### src/rtl/fifo_rd_stream.sv
`default_nettype none
// ============================================================================
//  Module      : fifo_rd_stream
//  Description : Read-side drain for a synchronous FIFO with fixed read
//                latency. Issues FIFO reads against a credit count covering
//                buffered plus in-flight words, and presents the words as a
//                valid/ready stream at up to one word per clock. The FIFO
//                read strobe never depends on the stream ready input.
//  Ports       : clk_i        rising-edge clock
//                rst_ni       asynchronous active-low reset
//                empty_i      FIFO empty flag
//                rd_en_o      FIFO read strobe
//                rd_data_i    FIFO read data, valid RD_LAT clocks after rd_en_o
//                out_valid_o  stream data valid
//                out_ready_i  stream consumer ready
//                out_data_o   stream data (zero while nothing is buffered)
//                out_cnt_o    count of accepted stream words (wraps)
//                idle_o       nothing buffered and no reads in flight
//  Revision    : 1.0 - initial release
// ============================================================================
module fifo_rd_stream #(
    parameter int WIDTH  = 32,
    parameter int RD_LAT = 1,
    parameter int CNT_W  = 16
) (
    input  logic             clk_i,
    input  logic             rst_ni,
    input  logic             empty_i,
    output logic             rd_en_o,
    input  logic [WIDTH-1:0] rd_data_i,
    output logic             out_valid_o,
    input  logic             out_ready_i,
    output logic [WIDTH-1:0] out_data_o,
    output logic [CNT_W-1:0] out_cnt_o,
    output logic             idle_o
);

    // Two spare entries beyond the read latency let a read be issued every
    // clock while the consumer keeps up.
    localparam int BUF   = RD_LAT + 2;
    localparam int PTR_W = $clog2(BUF);
    localparam int OCC_W = $clog2(BUF + 1) + 1;

    generate
        if (RD_LAT < 1 || RD_LAT > 2) begin : g_bad_rd_lat
            $fatal(1, "fifo_rd_stream: RD_LAT must be 1 or 2");
        end
    endgenerate

    logic [WIDTH-1:0]  mem_q [BUF];
    logic [PTR_W-1:0]  head_q, head_d;
    logic [PTR_W-1:0]  tail_q, tail_d;
    logic [OCC_W-1:0]  cnt_q, cnt_d;
    logic [RD_LAT-1:0] pipe_q, pipe_d;
    logic [CNT_W-1:0]  out_cnt_q, out_cnt_d;

    logic              capture;
    logic              pop;
    logic [OCC_W-1:0]  inflight;
    logic [OCC_W-1:0]  occ;

    function automatic logic [PTR_W-1:0] ptr_inc(input logic [PTR_W-1:0] p);
        return (p == PTR_W'(BUF - 1)) ? '0 : p + PTR_W'(1);
    endfunction

    always_comb begin
        inflight = '0;
        for (int i = 0; i < RD_LAT; i++) begin
            inflight = inflight + OCC_W'(pipe_q[i]);
        end
    end

    // Credit covers words already buffered plus words still in the FIFO read
    // pipeline, so every issued read is guaranteed a free slot on arrival.
    // Gating with rst_ni keeps the strobe low for the whole reset period.
    assign occ         = cnt_q + inflight;
    assign rd_en_o     = rst_ni & ~empty_i & (occ < OCC_W'(BUF));

    assign capture     = pipe_q[RD_LAT-1];
    assign out_valid_o = (cnt_q != '0);
    assign pop         = out_valid_o & out_ready_i;
    assign out_data_o  = out_valid_o ? mem_q[head_q] : '0;
    assign out_cnt_o   = out_cnt_q;
    assign idle_o      = (cnt_q == '0) & (inflight == '0);

    always_comb begin
        // Shift the read strobe into stage 0; the oldest stage falls off.
        pipe_d    = RD_LAT'({pipe_q, rd_en_o});
        head_d    = pop ? ptr_inc(head_q) : head_q;
        tail_d    = capture ? ptr_inc(tail_q) : tail_q;
        out_cnt_d = pop ? out_cnt_q + CNT_W'(1) : out_cnt_q;
        cnt_d     = cnt_q;
        unique case ({capture, pop})
            2'b10:   cnt_d = cnt_q + OCC_W'(1);
            2'b01:   cnt_d = cnt_q - OCC_W'(1);
            default: cnt_d = cnt_q;
        endcase
    end

    always_ff @(posedge clk_i or negedge rst_ni) begin
        if (!rst_ni) begin
            head_q    <= '0;
            tail_q    <= '0;
            cnt_q     <= '0;
            pipe_q    <= '0;
            out_cnt_q <= '0;
            for (int i = 0; i < BUF; i++) begin
                mem_q[i] <= '0;
            end
        end else begin
            head_q    <= head_d;
            tail_q    <= tail_d;
            cnt_q     <= cnt_d;
            pipe_q    <= pipe_d;
            out_cnt_q <= out_cnt_d;
            if (capture) begin
                mem_q[tail_q] <= rd_data_i;
            end
        end
    end

`ifndef SYNTHESIS
    a_no_overflow: assert property (@(posedge clk_i) disable iff (!rst_ni)
        !(capture && (cnt_q == OCC_W'(BUF))));
    a_no_read_empty: assert property (@(posedge clk_i) disable iff (!rst_ni)
        !(rd_en_o && empty_i));
`endif

endmodule
`default_nettype wire
### config.mk
export PLATFORM = sky130hd
export DESIGN_NAME = fifo_rd_stream
export DESIGN_NICKNAME = d
export VERILOG_FILES = /design/src/rtl/fifo_rd_stream.sv
export SDC_FILE = /design/constraint.sdc
export NUM_CORES = 1
export LEC_CHECK = 0
export CORE_ASPECT_RATIO = 0.75
export CORE_MARGIN = 4
export CORE_UTILIZATION = 49
export CTS_CLUSTER_SIZE = 28
export DETAILED_ROUTE_END_ITERATION = 16
export PLACE_DENSITY = 0.79
export SYNTH_ARGS = -nofsm -noshare
export SYNTH_HDL_FRONTEND = slang
export SYNTH_SLANG_ARGS = --single-unit
### constraint.sdc
create_clock -name clk_i -period 1.7 [get_ports clk_i]
set_input_delay 0.34 -clock clk_i [delete_from_list [all_inputs] [get_ports clk_i]]
set_output_delay 0.34 -clock clk_i [all_outputs]
set_load 0.1 [all_outputs]
==> results of run 1 <==
-- cell type report --
cell class,instances,share of cell area
clock buffer,23,0.05370
clock inverter,9,0.005623
inverter,8,0.003936
multi-input combinational,290,0.3448
sequential,120,0.3403
tap,140,0.01968
timing repair buffer,142,0.2319
-- layer usage --
metal | vias up | share of wire
met5 | - | 0
met4 | 0 | 0.016
met3 | 21 | 0.042
met2 | 98 | 0.50
met1 | 2037 | 0.44
li1 | 1801 | -
-- per-stage QoR --
stage / instance area, um^2 / setup slack (ns) / hold slack (ns) / utilization / TNS, ns
after floorplan: 6240 / -0.6933 / 0.04441 / - / -7.282
after global placement: 8026 / -0.3938 / 0.4860 / 0.7281 / -1.411
after detailed placement: 8026 / -0.4325 / 0.4934 / 0.7281 / -2.219
after CTS: 8711 / -0.4754 / 0.09681 / 0.7901 / -14.70
after global routing: 8901 / -0.5529 / 0.1123 / 0.8074 / -17.67
final: 8901 / -0.4895 / 0.01175 / 0.8074 / -15.26
-- registers in the layout (all words and copies together), names as in the netlist --
name       count
capture        1
tail_q         2
mem_q         96
out_cnt_o     16
cnt_q          3
head_q         2
-- worst paths after layout --
kind                       startpoint            end  slack (ns)
setup / recovery            head_q[0]  out_data_o[0]       -0.49
hold / removal                 rst_ni  out_cnt_o[11]        0.01
max in group asynchronous      rst_ni   out_cnt_o[1]        1.03
setup reg to reg             cnt_q[1]       cnt_q[2]       -0.14
min in group clk_i             rst_ni        capture        0.27
hold reg to reg             mem_q[46]      mem_q[46]        0.50
-- repair_timing --
action / 4_1_cts / 5_1_grt
gates cloned: 1 / 3
setup endpoints to repair: 69 / 62
setup buffers: 7 / 7
pin swaps: 6 / 15
endpoints found under the hold margin: 0 / 0
resized for setup: 18 / 30
-- placed cells by master (no fill, tap or decap), types with 4 or more instances in the layout --
master	Yosys	routed
a21oi_2	0	9
a21oi_4	0	23
and3_1	6	6
buf_12	0	64
buf_4	0	24
buf_6	3	16
clkbuf_16	0	18
clkdlybuf4s50_1	0	34
clkinv_2	0	7
dfrtp_1	120	103
dfrtp_2	0	15
inv_1	7	4
mux2_2	67	61
mux2_4	30	36
mux2i_1	33	31
nand2_1	6	6
nand3_1	8	7
nor2_1	69	35
nor2_4	0	32
xnor2_1	12	12
xor2_1	7	6
-- logic make-up after synthesis --
kind of cell	share of synthesized area
fa+ha+maj	0.01257
buf+inv	0.02941
xor+xnor	0.02985
flops	0.5387
mux	0.2754
compound gates	0.03861
simple gates	0.07542
-- critical path, cell delays in order (launching register included) --
cell and delay (ns):
dfrtp_2 0.49, buf_12 0.19, mux2i_2 0.15, nor2_1 0.14, a21oi_2 0.06, nor2_2 0.20
buf_12 0.21
==> impl_metrics.py, run 1 <==
metrics = {
    "layout": {
        "num-nets-final": 620,
        "areaGrowthSynthToFinish_pct": 59.69,
        "drive_gt1_frac": 0.5642,
        "multiInputGateArea_um2": 3069,
        "seq_area_um2": 3029,
        "n_fill_cell": 585,
        "stdcell_count": 732,
        "diodes": 0,
    },
    "global_routing": {
        "grtUsageTotal": 0.2165,
        "grt_pass1_wl_um": 22520,
        "grt_pass1_vias": 4313,
        "met3_usage": 0.05912,
        "use_met2": 0.3718,
        "grt_max_degree": 121,
        "use_met1": 0.2695,
        "grt_antenna_before_repair": 0,
        "grt_busiest_layer": "met2",
        "overflow": 0,
    },
    "yosys": {
        "synth_common_cells": "dfrtp_1 (120), nor2_1 (69), mux2_2 (67), mux2i_1 (33), a21oi_1 (32)",
        "yosys_warnings": 0,
        "synth_edf_count": 0,
        "synthesis.area_um2": 5574,
        "syn-instance-count": 443,
        "synth_top_cell_area_share": 0.5387,
        "synth_nets": 484,
        "synthTopCellsByArea": "dfrtp_1 (54%), mux2_2 (14%), mux2_4 (8.1%)",
        "async_reset_ff_frac": 1.000,
        "syn_area_per_cell_um2": 12.58,
        "synth-seq-cells": 120,
        "synth_seq_area_share": 0.5387,
        "synth_ff_type": "dfrtp_1",
        "synth.distinct_cells": 28,
        "yosysMostFrequentCell": "dfrtp_1",
        "yosys.area.top_type": "dfrtp_1",
    },
    "timing": {
        "setup_viol": 44,
        "drv_slew": 0,
        "timing.final.crit_share": 1.288,
        "finalHoldViolCount": 0,
        "grt_setup_unrepaired": "true",
        "max_freq_mhz": 456.7,
        "skew_ns": 0.006369,
        "slew_headroom": 0.5312,
        "worstMarginPinSlew_ns": 0.7031,
        "fin_crit_ns": 2.190,
        "worst_slack_ns": -0.4895,
    },
    "clock_network": {
        "cts.sinks": 120,
        "root_buffer": "clkbuf_16",
        "clock_latency_ns": 0.41,
        "cts_tree": "built",
        "path_clk_slew_ns": 0.05,
        "clock_path_buffers": 2,
        "htreeDepth": 4,
        "hold_buffers": 0,
        "numCtsBuffers": 17,
    },
    "worst_setup_path": {
        "end_kind": "output port",
        "crit_arrival_ns": 1.85,
        "cp_data_required_time_ns": 1.36,
        "cp_max_fo": 13,
        "cp-start-kind": "flip-flop",
        "ff2ff_path_depth": 9,
        "critPathKind": "reg -> out",
    },
    "placement": {
        "io_buffers": 86,
        "routabilityCongestion": 0.8081,
        "dp_hpwl_um": 9043,
        "dp_cells": 683,
    },
    "min_path": {
        "hold_path_class": "in -> async",
    },
    "floorplanning": {
        "die_area_um2": 13160,
        "coreArea_um2": 11020,
        "die_w_um": 131.2,
        "num_io_pins": 87,
        "die_h_um": 100.4,
        "start_util": 0.5056,
        "num_rows": 33,
    },
    "route": {
        "vias": 3957,
        "ant_nets": 0,
        "detail_route.first_pass.iterations": 4,
        "drcViolationCount": 0,
        "routed_wl_um": 14410,
        "viasPerCell": 5.406,
        "wl_per_cell_um": 19.69,
        "drtIter0Drc": 263,
    },
    "flow_run": {
        "max-cap-violations": 0,
    },
    "outcome": {
        "failed_checks": "negative setup slack",
        "status": "finished with violations",
    },
}
Power of run 1 is left out: the tool's default activity adds up to more than one toggle a clock period on the data nets, which glitch-free logic cannot reach.
==> run 2, diff against run 1 <==
--- a/config.mk
+++ b/config.mk
@@ -8,7 +8,7 @@
 export CORE_ASPECT_RATIO = 0.75
 export CORE_MARGIN = 4
 export CORE_UTILIZATION = 49
-export CTS_CLUSTER_SIZE = 28
+export CTS_CLUSTER_SIZE = 8
 export DETAILED_ROUTE_END_ITERATION = 16
 export PLACE_DENSITY = 0.79
 export SYNTH_ARGS = -nofsm -noshare
==> constraint.sdc (replaced) <==
create_clock -name clk_i -period 1.7 [get_ports clk_i]
set_input_delay 0.17 -clock clk_i [delete_from_list [all_inputs] [get_ports clk_i]]
set_output_delay 0.17 -clock clk_i [all_outputs]
set_load 0.1 [all_outputs]
==> run 2 against run 1 <==
  * The run still ends with negative setup slack left
  * Die area unchanged
  * Register-to-register slack got worse by 0.10 ns
  * Sequential share of layout area grew 1.1 points
  * First-iteration DRC count is 20% lower
  * Worst setup slack improved by 0.18 ns
  * Count of clock-buffer cells in the layout fell by 1
  * Global-route usage fell by 0.40 points
  * Flip-flop and latch count stayed put
  * Design area shrank 3.1%
  * Hold slack improved by 0.35 ns
  * Non-clock buffer count fell by 9
==> impl_metrics.py, run 2 (synthesis gave the netlist of run 1 again) <==
metrics = {
    "timing": {
        "grt_setup_unrepaired": "true",
        "fin_crit_ns": 2.014,
        "drv_slew": 0,
        "worst_slack_ns": -0.3137,
        "worstMarginPinSlew_ns": 0.6866,
        "finalHoldViolCount": 0,
        "max_freq_mhz": 496.6,
        "setup_viol": 37,
        "timing.final.crit_share": 1.185,
        "slew_headroom": 0.5423,
        "skew_ns": 0.005538,
    },
    "worst_setup_path": {
        "slowest_stage": "dfrtp_2",
        "max_stage_delay_ns": 0.50,
        "worstReg2RegEnd": "cnt_q[1]",
        "r2r-start": "cnt_q[1]",
        "end_kind": "output port",
        "cp_data_required_time_ns": 1.53,
        "path_delay_family": "flip-flops",
        "path_buf_inv": 2,
        "r2r_setup_slack_ns": -0.24,
        "ff2ff_path_depth": 8,
        "crit_arrival_ns": 1.84,
        "critPathKind": "reg -> out",
        "cp_max_fo": 7,
        "worstPathCellList": "buf_4 -> mux2i_1 -> nor2_1 -> a21oi_2 -> nor2_4 -> buf_12",
        "cp-start-kind": "flip-flop",
    },
    "floorplanning": {
        "die_area_um2": 13160,
        "die_h_um": 100.4,
        "die_w_um": 131.2,
        "coreArea_um2": 11020,
        "start_util": 0.5056,
        "num_rows": 33,
        "num_io_pins": 87,
    },
    "global_routing": {
        "grtUsageTotal": 0.2125,
        "grt_pass1_vias": 4222,
        "grt_antenna_before_repair": 0,
        "grt_max_degree": 121,
        "overflow": 0,
        "grt_pass1_wl_um": 22070,
    },
    "route": {
        "detail_route.first_pass.iterations": 4,
        "drcViolationCount": 0,
        "vias": 3934,
        "wl_per_cell_um": 19.55,
        "routed_wl_um": 14110,
        "ant_nets": 0,
        "drtIter0Drc": 211,
        "viasPerCell": 5.449,
    },
    "layout": {
        "final_util": 0.7822,
        "largest_register_ffs": 96,
        "layout_common_cells": "dfrtp_1 (103), mux2_2 (67), buf_12 (60)",
        "areaGrowthSynthToFinish_pct": 54.70,
        "n_fill_cell": 628,
        "final_common_cell": "dfrtp_1",
        "diodes": 0,
        "num-nets-final": 611,
        "regMostFlops": "mem_q",
        "drive_gt1_frac": 0.5601,
    },
    "clock_network": {
        "root_buffer": "clkbuf_16",
        "clock_path_buffers": 2,
        "htreeDepth": 4,
        "cts.sinks": 120,
        "numCtsBuffers": 17,
        "cts_tree": "built",
        "path_clk_slew_ns": 0.06,
        "clock_latency_ns": 0.41,
    },
    "placement": {
        "io_buffers": 86,
        "routabilityCongestion": 0.7515,
        "dp_hpwl_um": 8430,
    },
    "min_path": {
        "hold_path_class": "in -> async",
    },
    "flow_run": {
        "max-cap-violations": 0,
    },
    "outcome": {
        "failed_checks": "negative setup slack",
        "status": "finished with violations",
    },
}
run 2: cell types whose count changed in the layout (fill, tap and decap cells not counted), sizes merged:
| cell | before | now |
|---|---|---|
| clkinv | 7 | 6 |
| buf | 107 | 96 |
| bufinv | 0 | 1 |
| dlygate4sd3 | 0 | 1 |
run 2: cell type report:
class                   count  area [um^2]  area share
clock buffers              22        484.2     0.05615
multi-input cells         290         2894      0.3356
clock inverters             9        75.07    0.008706
repair buffers            133         1936      0.2245
flip-flops and latches    120         3029      0.3513
inverters                   8        30.03    0.003482
well taps                 140        175.2     0.02031
run 2: stage by stage:
step	area [um^2]	instances	hold slack, ns	setup TNS [ns]	setup WS (ns)
after CTS	8448	719	0.3766	-10.00	-0.3107
after floorplan	5904	443	-0.1256	-1.876	-0.6045
after global placement	7641	675	0.3354	-0.2535	-0.2204
after detailed placement	7641	675	0.3346	-0.3708	-0.2573
after global routing	8623	722	0.3805	-12.51	-0.4267
final	8623	722	0.3573	-9.473	-0.3137
run 2: layer usage:
layer | part of all wire | global-route usage | wire length [um]
met1 | 0.44 | 0.2807 | 6193
met3 | 0.052 | 0.05762 | 727
met4 | 0.011 | 0.07587 | 149
met5 | 0 | 0 | 0
met2 | 0.50 | 0.3436 | 7044
run 2: worst min-delay path, stage by stage:
cell	delay, ns
dlygate4sd3_1	0.53
buf_4	0.13
buf_12	0.40
run 2: what timing repair did:
item,4_1_cts,5_1_grt
setup buffers,11,6
gates cloned,1,4
hold endpoints to repair,120,0
pin swaps,19,10
hold buffers,1,0
setup endpoints to repair,36,49
resized for setup,32,36
run 2: worst max path at each step:
stage,start,to,slack [ns],cells past startpoint
global placement,out_ready_i,cnt_q[2],-0.22,9
detailed placement,out_ready_i,cnt_q[2],-0.26,9
CTS,cnt_q[0],rd_en_o,-0.31,5
global route,head_q[0],out_data_o[11],-0.43,6
finish,head_q[0],out_data_o[11],-0.31,6
floorplan,cnt_q[0],capture,-0.60,3
Power of run 2 is left out for the same reason.
==> run 3, diff against run 2 <==
--- a/config.mk
+++ b/config.mk
@@ -11,6 +11,7 @@
 export CTS_CLUSTER_SIZE = 8
 export DETAILED_ROUTE_END_ITERATION = 16
 export PLACE_DENSITY = 0.79
+export SKIP_CTS_REPAIR_TIMING = 1
 export SYNTH_ARGS = -nofsm -noshare
 export SYNTH_HDL_FRONTEND = slang
 export SYNTH_SLANG_ARGS = --single-unit
==> run 3 against run 2 <==
  * The run still ends with negative setup slack left
  * Non-clock buffer count is 12 lower
  * Core utilization is 1.7 points lower
  * Via count is 1.1% lower
  * First-iteration DRC count is 30% lower
  * Critical path type unchanged
  * Critical endpoint is now out_data_o[23]
==> impl_metrics.py, run 3 (synthesis gave the netlist of run 1 again) <==
metrics = {
    "layout": {
        "num-nets-final": 599,
        "areaGrowthSynthToFinish_pct": 51.36,
        "regMostFlops": "mem_q",
        "diodes": 0,
        "layout_common_cells": "dfrtp_1 (103), mux2_2 (67), buf_12 (58)",
        "final_util": 0.7653,
        "largest_register_ffs": 96,
        "drive_gt1_frac": 0.5421,
        "final_common_cell": "dfrtp_1",
    },
    "clock_network": {
        "numCtsBuffers": 17,
        "clock_path_buffers": 2,
        "clock_latency_ns": 0.41,
        "cts.sinks": 120,
        "cts_tree": "built",
        "path_clk_slew_ns": 0.05,
        "root_buffer": "clkbuf_16",
        "htreeDepth": 4,
    },
    "worst_setup_path": {
        "max_stage_delay_ns": 0.48,
        "worstPathCellList": "buf_4 -> mux2i_1 -> nor2_1 -> a21oi_2 -> nor2_4 -> buf_12",
        "cp_data_required_time_ns": 1.53,
        "cp_max_fo": 7,
        "cp-start-kind": "flip-flop",
        "ff2ff_path_depth": 8,
        "critPathKind": "reg -> out",
        "slowest_stage": "dfrtp_2",
        "end_kind": "output port",
        "crit_arrival_ns": 1.87,
        "cp-startpoint": "head_q[0]",
        "r2r-start": "capture",
    },
    "global_routing": {
        "grtUsageTotal": 0.2030,
        "grt_max_degree": 121,
        "grt_pass1_wl_um": 21130,
        "grt_antenna_before_repair": 0,
        "overflow": 0,
        "grt_pass1_vias": 4033,
    },
    "flow_run": {
        "max-cap-violations": 0,
    },
    "floorplanning": {
        "die_h_um": 100.4,
        "coreArea_um2": 11020,
        "start_util": 0.5056,
        "die_w_um": 131.2,
        "num_rows": 33,
        "num_io_pins": 87,
        "die_area_um2": 13160,
    },
    "timing": {
        "drv_slew": 0,
        "max_freq_mhz": 490.9,
        "worstMarginPinSlew_ns": 0.6400,
        "timing.final.crit_share": 1.198,
        "skew_ns": 0.006540,
        "slew_headroom": 0.5733,
        "worst_slack_ns": -0.3372,
        "setup_viol": 36,
        "finalHoldViolCount": 0,
        "grt_setup_unrepaired": "true",
        "fin_crit_ns": 2.037,
    },
    "outcome": {
        "failed_checks": "negative setup slack",
        "status": "finished with violations",
    },
    "route": {
        "ant_nets": 0,
        "wl_per_cell_um": 18.87,
        "viasPerCell": 5.479,
        "drtIter0Drc": 148,
        "routed_wl_um": 13400,
        "drcViolationCount": 0,
        "detail_route.first_pass.iterations": 4,
        "vias": 3890,
    },
    "placement": {
        "dp_slack_ns": -0.2573,
        "dp_hpwl_um": 8430,
        "routabilityCongestion": 0.7515,
        "io_buffers": 86,
    },
    "min_path": {
        "hold_depth": 2,
        "hp-start": "empty_i",
        "hold_path_class": "in -> reg",
    },
}
run 3: changes by cell type in the layout (fill, tap and decap cells not counted), sizes merged:
cell,delta
buf,-12
run 3: layout make-up:
cell class | instances | area (um^2)
inverters | 8 | 30.03
clock buffers | 22 | 484.2
multi-input cells | 290 | 2860
clock inverters | 9 | 75.07
fillers | 671 | 2587
well taps | 140 | 175.2
repair buffers | 121 | 1783
flip-flops and latches | 120 | 3029
run 3: path summary, 6_finish.rpt:
path	to	slack, ns
worst max-delay path	out_data_o[23]	-0.34
worst min-delay path	capture	0.38
worst max register to register	cnt_q[2]	-0.05
worst min register to register	out_cnt_o[15]	0.50
max in group asynchronous	capture	0.78
min in group asynchronous	out_cnt_o[5]	0.40
run 3: worst max-delay path: cells and delay by family (launching register included):
kind | cells | cell delay (ns)
and+or+nand+nor | 2 | 0.14
buffers and inverters | 2 | 0.40
DFF | 1 | 0.48
muxes | 1 | 0.20
AOI/OAI and AO/OA | 1 | 0.23
run 3: per-layer routing:
metal  vias up  global-route usage  routed length [um]
li1       1765                   -                   -
met1      2006              0.2705                6035
met2       100              0.3288                6654
met3        19             0.05160                 522
met4         0             0.07103                 183
met5         -                   0                   0
run 3: stage by stage:
stage / setup TNS (ns) / hold slack (ns) / std cells / area (um^2)
final: -9.287 / 0.3792 / 710 / 8437
after global routing: -12.08 / 0.3788 / 710 / 8437
after CTS: -11.10 / -0.09647 / 706 / 8200
after detailed placement: -0.3708 / 0.3346 / 675 / 7641
after global placement: -0.2535 / 0.3354 / 675 / 7641
after floorplan: -1.876 / -0.1256 / 443 / 5904
Power of run 3 is left out for the same reason.
==> RTL change 1, RTL diff (flow settings as in run 3) <==
`RD_LAT`: 1 -> 2.
--- a/src/rtl/fifo_rd_stream.sv
+++ b/src/rtl/fifo_rd_stream.sv
@@ -21,5 +21,5 @@
 module fifo_rd_stream #(
     parameter int WIDTH  = 32,
-    parameter int RD_LAT = 1,
+    parameter int RD_LAT = 2,
     parameter int CNT_W  = 16
 ) (
Check against the original RTL: not equivalent (a bounded check fails within 4 cycles, from zero or initial values and one cycle with rst_ni low).
==> RTL change 1 against run 3 <==
Routed wire length rose by 21%. The run still ends with setup timing left. Sequential cell count rose by 34. Worst hold slack worse by 25 ps. Setup slack worse by 200 ps. Highest routed layer unchanged. Die area grew 24%. Area after synthesis grew 26%. Final area is 21% higher. Count of clock-buffer cells in the layout down 1.
Power is not shown: default switching activity piles up to over one toggle a cycle in this logic, so the estimate is an artifact.
==> RTL change 1: results (changes against run 3) <==
grt:
  use_met3_pct: 4.52  # -0.64 points
  grt_max_degree: 92  # -24%
  grt_pass1_vias: 4951  # +23%
  grt_pass1_wl_mm: 26.1  # +23%
  track_usage_pct: 20.2  # -0.11 points
  met2_usage_pct: 33.5  # +0.66 points
  global_route.usage.met1_pct: 27.3  # +0.23 points
  antenna_found_initial: 0  # unchanged
outcome:
  status: "finished with violations"
  violations: "setup timing"
drt:
  vias: 4386  # +13%
  drtIter0Drc: 163  # +10%
  routed_wl_mm: 16.1  # +21%
  wl_per_cell_um: 20.5  # +8.5%
logic_synthesis:
  ys_seq_area_share_pct: 55.0  # +1.2 points
  ys_types: 30  # +7.1%
  synth_common_cells: "dfrtp_1 (154), mux2_2 (129), nor2b_1 (33), mux4_2 (32), nand2_1 (17)"
  synthesis.nets: 516  # +6.6%
  syn_avg_cell_area_um2: 15.0  # +19%
cells_and_area:
  largest_reg_flops: 128  # +33%
  drive_gt1_share_pct: 59.9  # +5.7 points
  nets: 649  # +8.3%
critical_path:
  crit-reg2reg-launch: "cnt_q[0]$_DFFE_PN0P_"
  r2r_slack_ps: -340  # -290 ps
  worstRegToRegCells: 9  # +1
  crit_arrival_ps: 2060  # +190 ps
  cp_max_fo: 2  # -5
timing:
  layout_setup_ws_ps: -533  # -196 ps
  finClkSkew_ps: 9.77  # +3.23 ps
  timing.slew.headroom_pct: 65.6  # +8.2 points
  finalSetupViolCount: 38  # +5.6%
placed_design:
  dp_hpwl_mm: 10.4  # +23%
hold_path:
  min-delay-path-class: "input port to asynchronous set/reset pin"
RTL change 1: cell types whose count changed after synthesis, sizes merged, moves of 29 or more:
cell	delta
nor2b	+32
mux2	+32
mux2i	-33
nor2	-64
dfrtp	+34
mux4	+32
a21oi	-29
RTL change 1: cell type report:
cell class / count / area, um2
repair buffers: 140 / 2080
fillers: 832 / 3610
flip-flops and latches: 154 / 3890
clock inverters: 11 / 145
well taps: 175 / 219
inverters: 7 / 31.3
clock buffers: 21 / 450
multi-input cells: 281 / 3420
RTL change 1: critical path: stages, from the launching register on:
cell	delay [ps]
dfrtp_1	410
buf_4	160
inv_1	110
ha_4	220
a31oi_4	180
a21oi_2	100
nor3b_4	260
buf_12	210
RTL change 1: how the worst max path moves through the flow:
stage	start	depth (start not counted)	slack, ps	to
floorplan	cnt_q[0]$_DFFE_PN0P_	10	-630	cnt_q[2]$_DFFE_PN0P_
global placement	cnt_q[0]$_DFFE_PN0P_	9	-230	cnt_q[2]$_DFFE_PN0P_
detailed placement	cnt_q[0]$_DFFE_PN0P_	8	-340	cnt_q[3]$_DFFE_PN0P_
CTS	pipe_q[0]$_DFF_PN0_	6	-610	rd_en_o
global route	pipe_q[1]$_DFF_PN0_	7	-620	rd_en_o
finish	pipe_q[1]$_DFF_PN0_	7	-530	rd_en_o
RTL change 1: kinds of logic after synthesis:
logic type                 share of synthesized area, %
buffers and inverters                              1.89
AOI/OAI and AO/OA                                  1.13
muxes                                              31.0
adders and majority gates                          2.14
and+or+nand+nor                                    6.11
xor gates and xnor gates                           2.63
DFF                                                55.0
RTL change 1: per-stage QoR:
step	cell area (um2)	hold WS [ps]	setup TNS (ps)
6_report	10200	354	-14510
5_1_grt	10200	391	-16630
4_1_cts	9860	-219	-18160
3_5_place_dp	9270	224	-2660
3_3_place_gp	9270	225	-1690
2_1_floorplan	7310	-126	-12750
RTL change 1: per-layer routing:
| metal | share of wire (%) | routed length [um] | up-vias |
|---|---|---|---|
| met1 | 45 | 7240 | 2330 |
| met4 | 0.83 | 134 | 0 |
| met5 | 0 | 0 | - |
| li1 | - | - | 1956 |
| met2 | 51 | 8200 | 87 |
| met3 | 3.5 | 572 | 13 |
==> RTL change 2, RTL diff (settings of run 3) <==
Made on the original files. Put one more register stage on the output `out_cnt_o`, with the module's reset. The value now appears one clock later. The other outputs are not delayed to match.
--- a/src/rtl/fifo_rd_stream.sv
+++ b/src/rtl/fifo_rd_stream.sv
@@ -81,5 +81,11 @@
     assign pop         = out_valid_o & out_ready_i;
     assign out_data_o  = out_valid_o ? mem_q[head_q] : '0;
-    assign out_cnt_o   = out_cnt_q;
+    always_ff @(posedge clk_i or negedge rst_ni) begin
+        if (!rst_ni) begin
+            out_cnt_o <= '0;
+        end else begin
+            out_cnt_o <= out_cnt_q;
+        end
+    end
     assign idle_o      = (cnt_q == '0) & (inflight == '0);
 
Formal check against the unedited RTL: not equivalent (Yosys sat finds a counterexample within 4 cycles, from zero or initial values and one cycle with rst_ni low).
==> RTL change 2 against run 3 <==
The flow still finishes with violations (setup timing). Routed wire length grew 5.1%. Worst hold slack gained 29 ps. Area after synthesis grew 7.1%. Sequential cell count grew 16. Critical path depth grew 1. Highest routed layer unchanged. Setup slack lost 2.2 ps. Critical path type unchanged. Final area grew 5.3%. Via count grew 3.3%. Die area grew 6.6%. Fmax shrank 0.11%.
Power is left out: the tool's default activity adds up to more than one toggle a clock period on the data nets, which glitch-free logic cannot reach.
==> RTL change 2: results (changes against run 3) <==
outcome:
  status: "finished with violations"
  violations: "setup timing"
logic_synthesis:
  synth_mux_area_share_pct: 25.5  # -2.0 points
  synth_fa_ha_area_share_pct: 1.17  # -0.084 points
  synthTopCellsByArea: "dfrtp_1 (57%), mux2_2 (12%), mux2_4 (7.5%)"
  ys_seq_area_share_pct: 57.0  # +3.1 points
  synthesis.nets: 502  # +3.7%
  ys_types: 30  # +7.1%
  synth_warnings: 0  # unchanged
  synth_compound_area_share_pct: 3.60  # -0.26 points
  async_reset_ff_share_pct: 100  # unchanged
  synth_common_cells: "dfrtp_1 (136), nor2_1 (70), mux2_2 (66), mux2i_1 (33), a21oi_1 (32)"
  synth_xor_area_share_pct: 2.79  # -0.20 points
critical_path:
  r2r-end: "cnt_q[2]$_DFFE_PN0P_"
  critical_path.max_stage_delay_ps: 450  # -30 ps
  crit_family: "buffers and inverters"
  crit_arrival_ps: 1870  # about the same
  crit-reg2reg-launch: "cnt_q[0]$_DFFE_PN0P_"
  critPathLaunch: "head_q[0]$_DFFE_PN0P_"
  r2r_slack_ps: -200  # -150 ps
  worstRegToRegCells: 10  # +2
  endpoint: "out_data_o[22]"
  cp_max_fo: 8  # +1
  slowest_stage: "dfrtp_2"
timing:
  layout_setup_ws_ps: -339  # -2.16 ps
  finalSetupViolCount: 38  # +5.6%
  timing.slew.headroom_pct: 51.4  # -5.9 points
  finClkSkew_ps: 4.50  # -2.04 ps
  setup_tns_ps: -10310  # -1030 ps
drt:
  vias: 4019  # +3.3%
  drtIter0Drc: 218  # +47%
  firstDrtPassIters: 5  # +1
  wl_per_cell_um: 18.6  # -1.3%
grt:
  antenna_found_initial: 0  # unchanged
  grt_max_degree: 137  # +13%
  grt_pass1_vias: 4265  # +5.8%
  grt_pass1_wl_mm: 22.0  # +4.0%
  track_usage_pct: 20.0  # -0.31 points
clock_tree:
  h-tree-depth: 4  # unchanged
  cts_buffers: 17  # unchanged
  cts_root_buf: "clkbuf_16"
  insertion_delay_ps: 410  # about the same
  clkTransAtPathRegs_ps: 60
  clk_path_buf_depth: 2  # unchanged
cells_and_area:
  diodes: 0  # unchanged
  nets: 622  # +3.8%
  drive_gt1_share_pct: 51.7  # -2.5 points
  top_regs: "mem_q: 96 flops, out_cnt_o: 16 flops, out_cnt_q: 16 flops"
placed_design:
  gp_congestion: 0.744  # -1.1%
  io_buffers: 86  # unchanged
  dp_hpwl_mm: 8.69  # +3.1%
hold_path:
  min-delay-path-class: "input port to asynchronous set/reset pin"
RTL change 2: cell type report:
type,count,area (um2)
multi-input cells,291,2890
clock buffers,17,425
repair buffers,126,1690
well taps,162,203
flip-flops and latches,136,3410
clock inverters,15,226
inverters,9,37.5
fillers,721,2860
RTL change 2: metal layers:
| metal | track usage [%] | wire length, um | share of wire (%) |
|---|---|---|---|
| met1 | 26.5 | 6130 | 44 |
| met2 | 31.6 | 6890 | 49 |
| met3 | 5.81 | 750 | 5.3 |
| met4 | 6.83 | 312 | 2.2 |
| met5 | 0 | 0 | 0 |
RTL change 2: through the flow:
step / worst slack [ps] / hold WS (ps) / cells / area (um2)
after detailed placement: -190 / 351 / 709 / 7830
after CTS: -457 / -94.5 / 741 / 8480
after global placement: -130 / 342 / 709 / 7830
after global routing: -393 / 422 / 756 / 8880
after floorplan: -605 / -126 / 461 / 6290
final: -339 / 408 / 756 / 8880
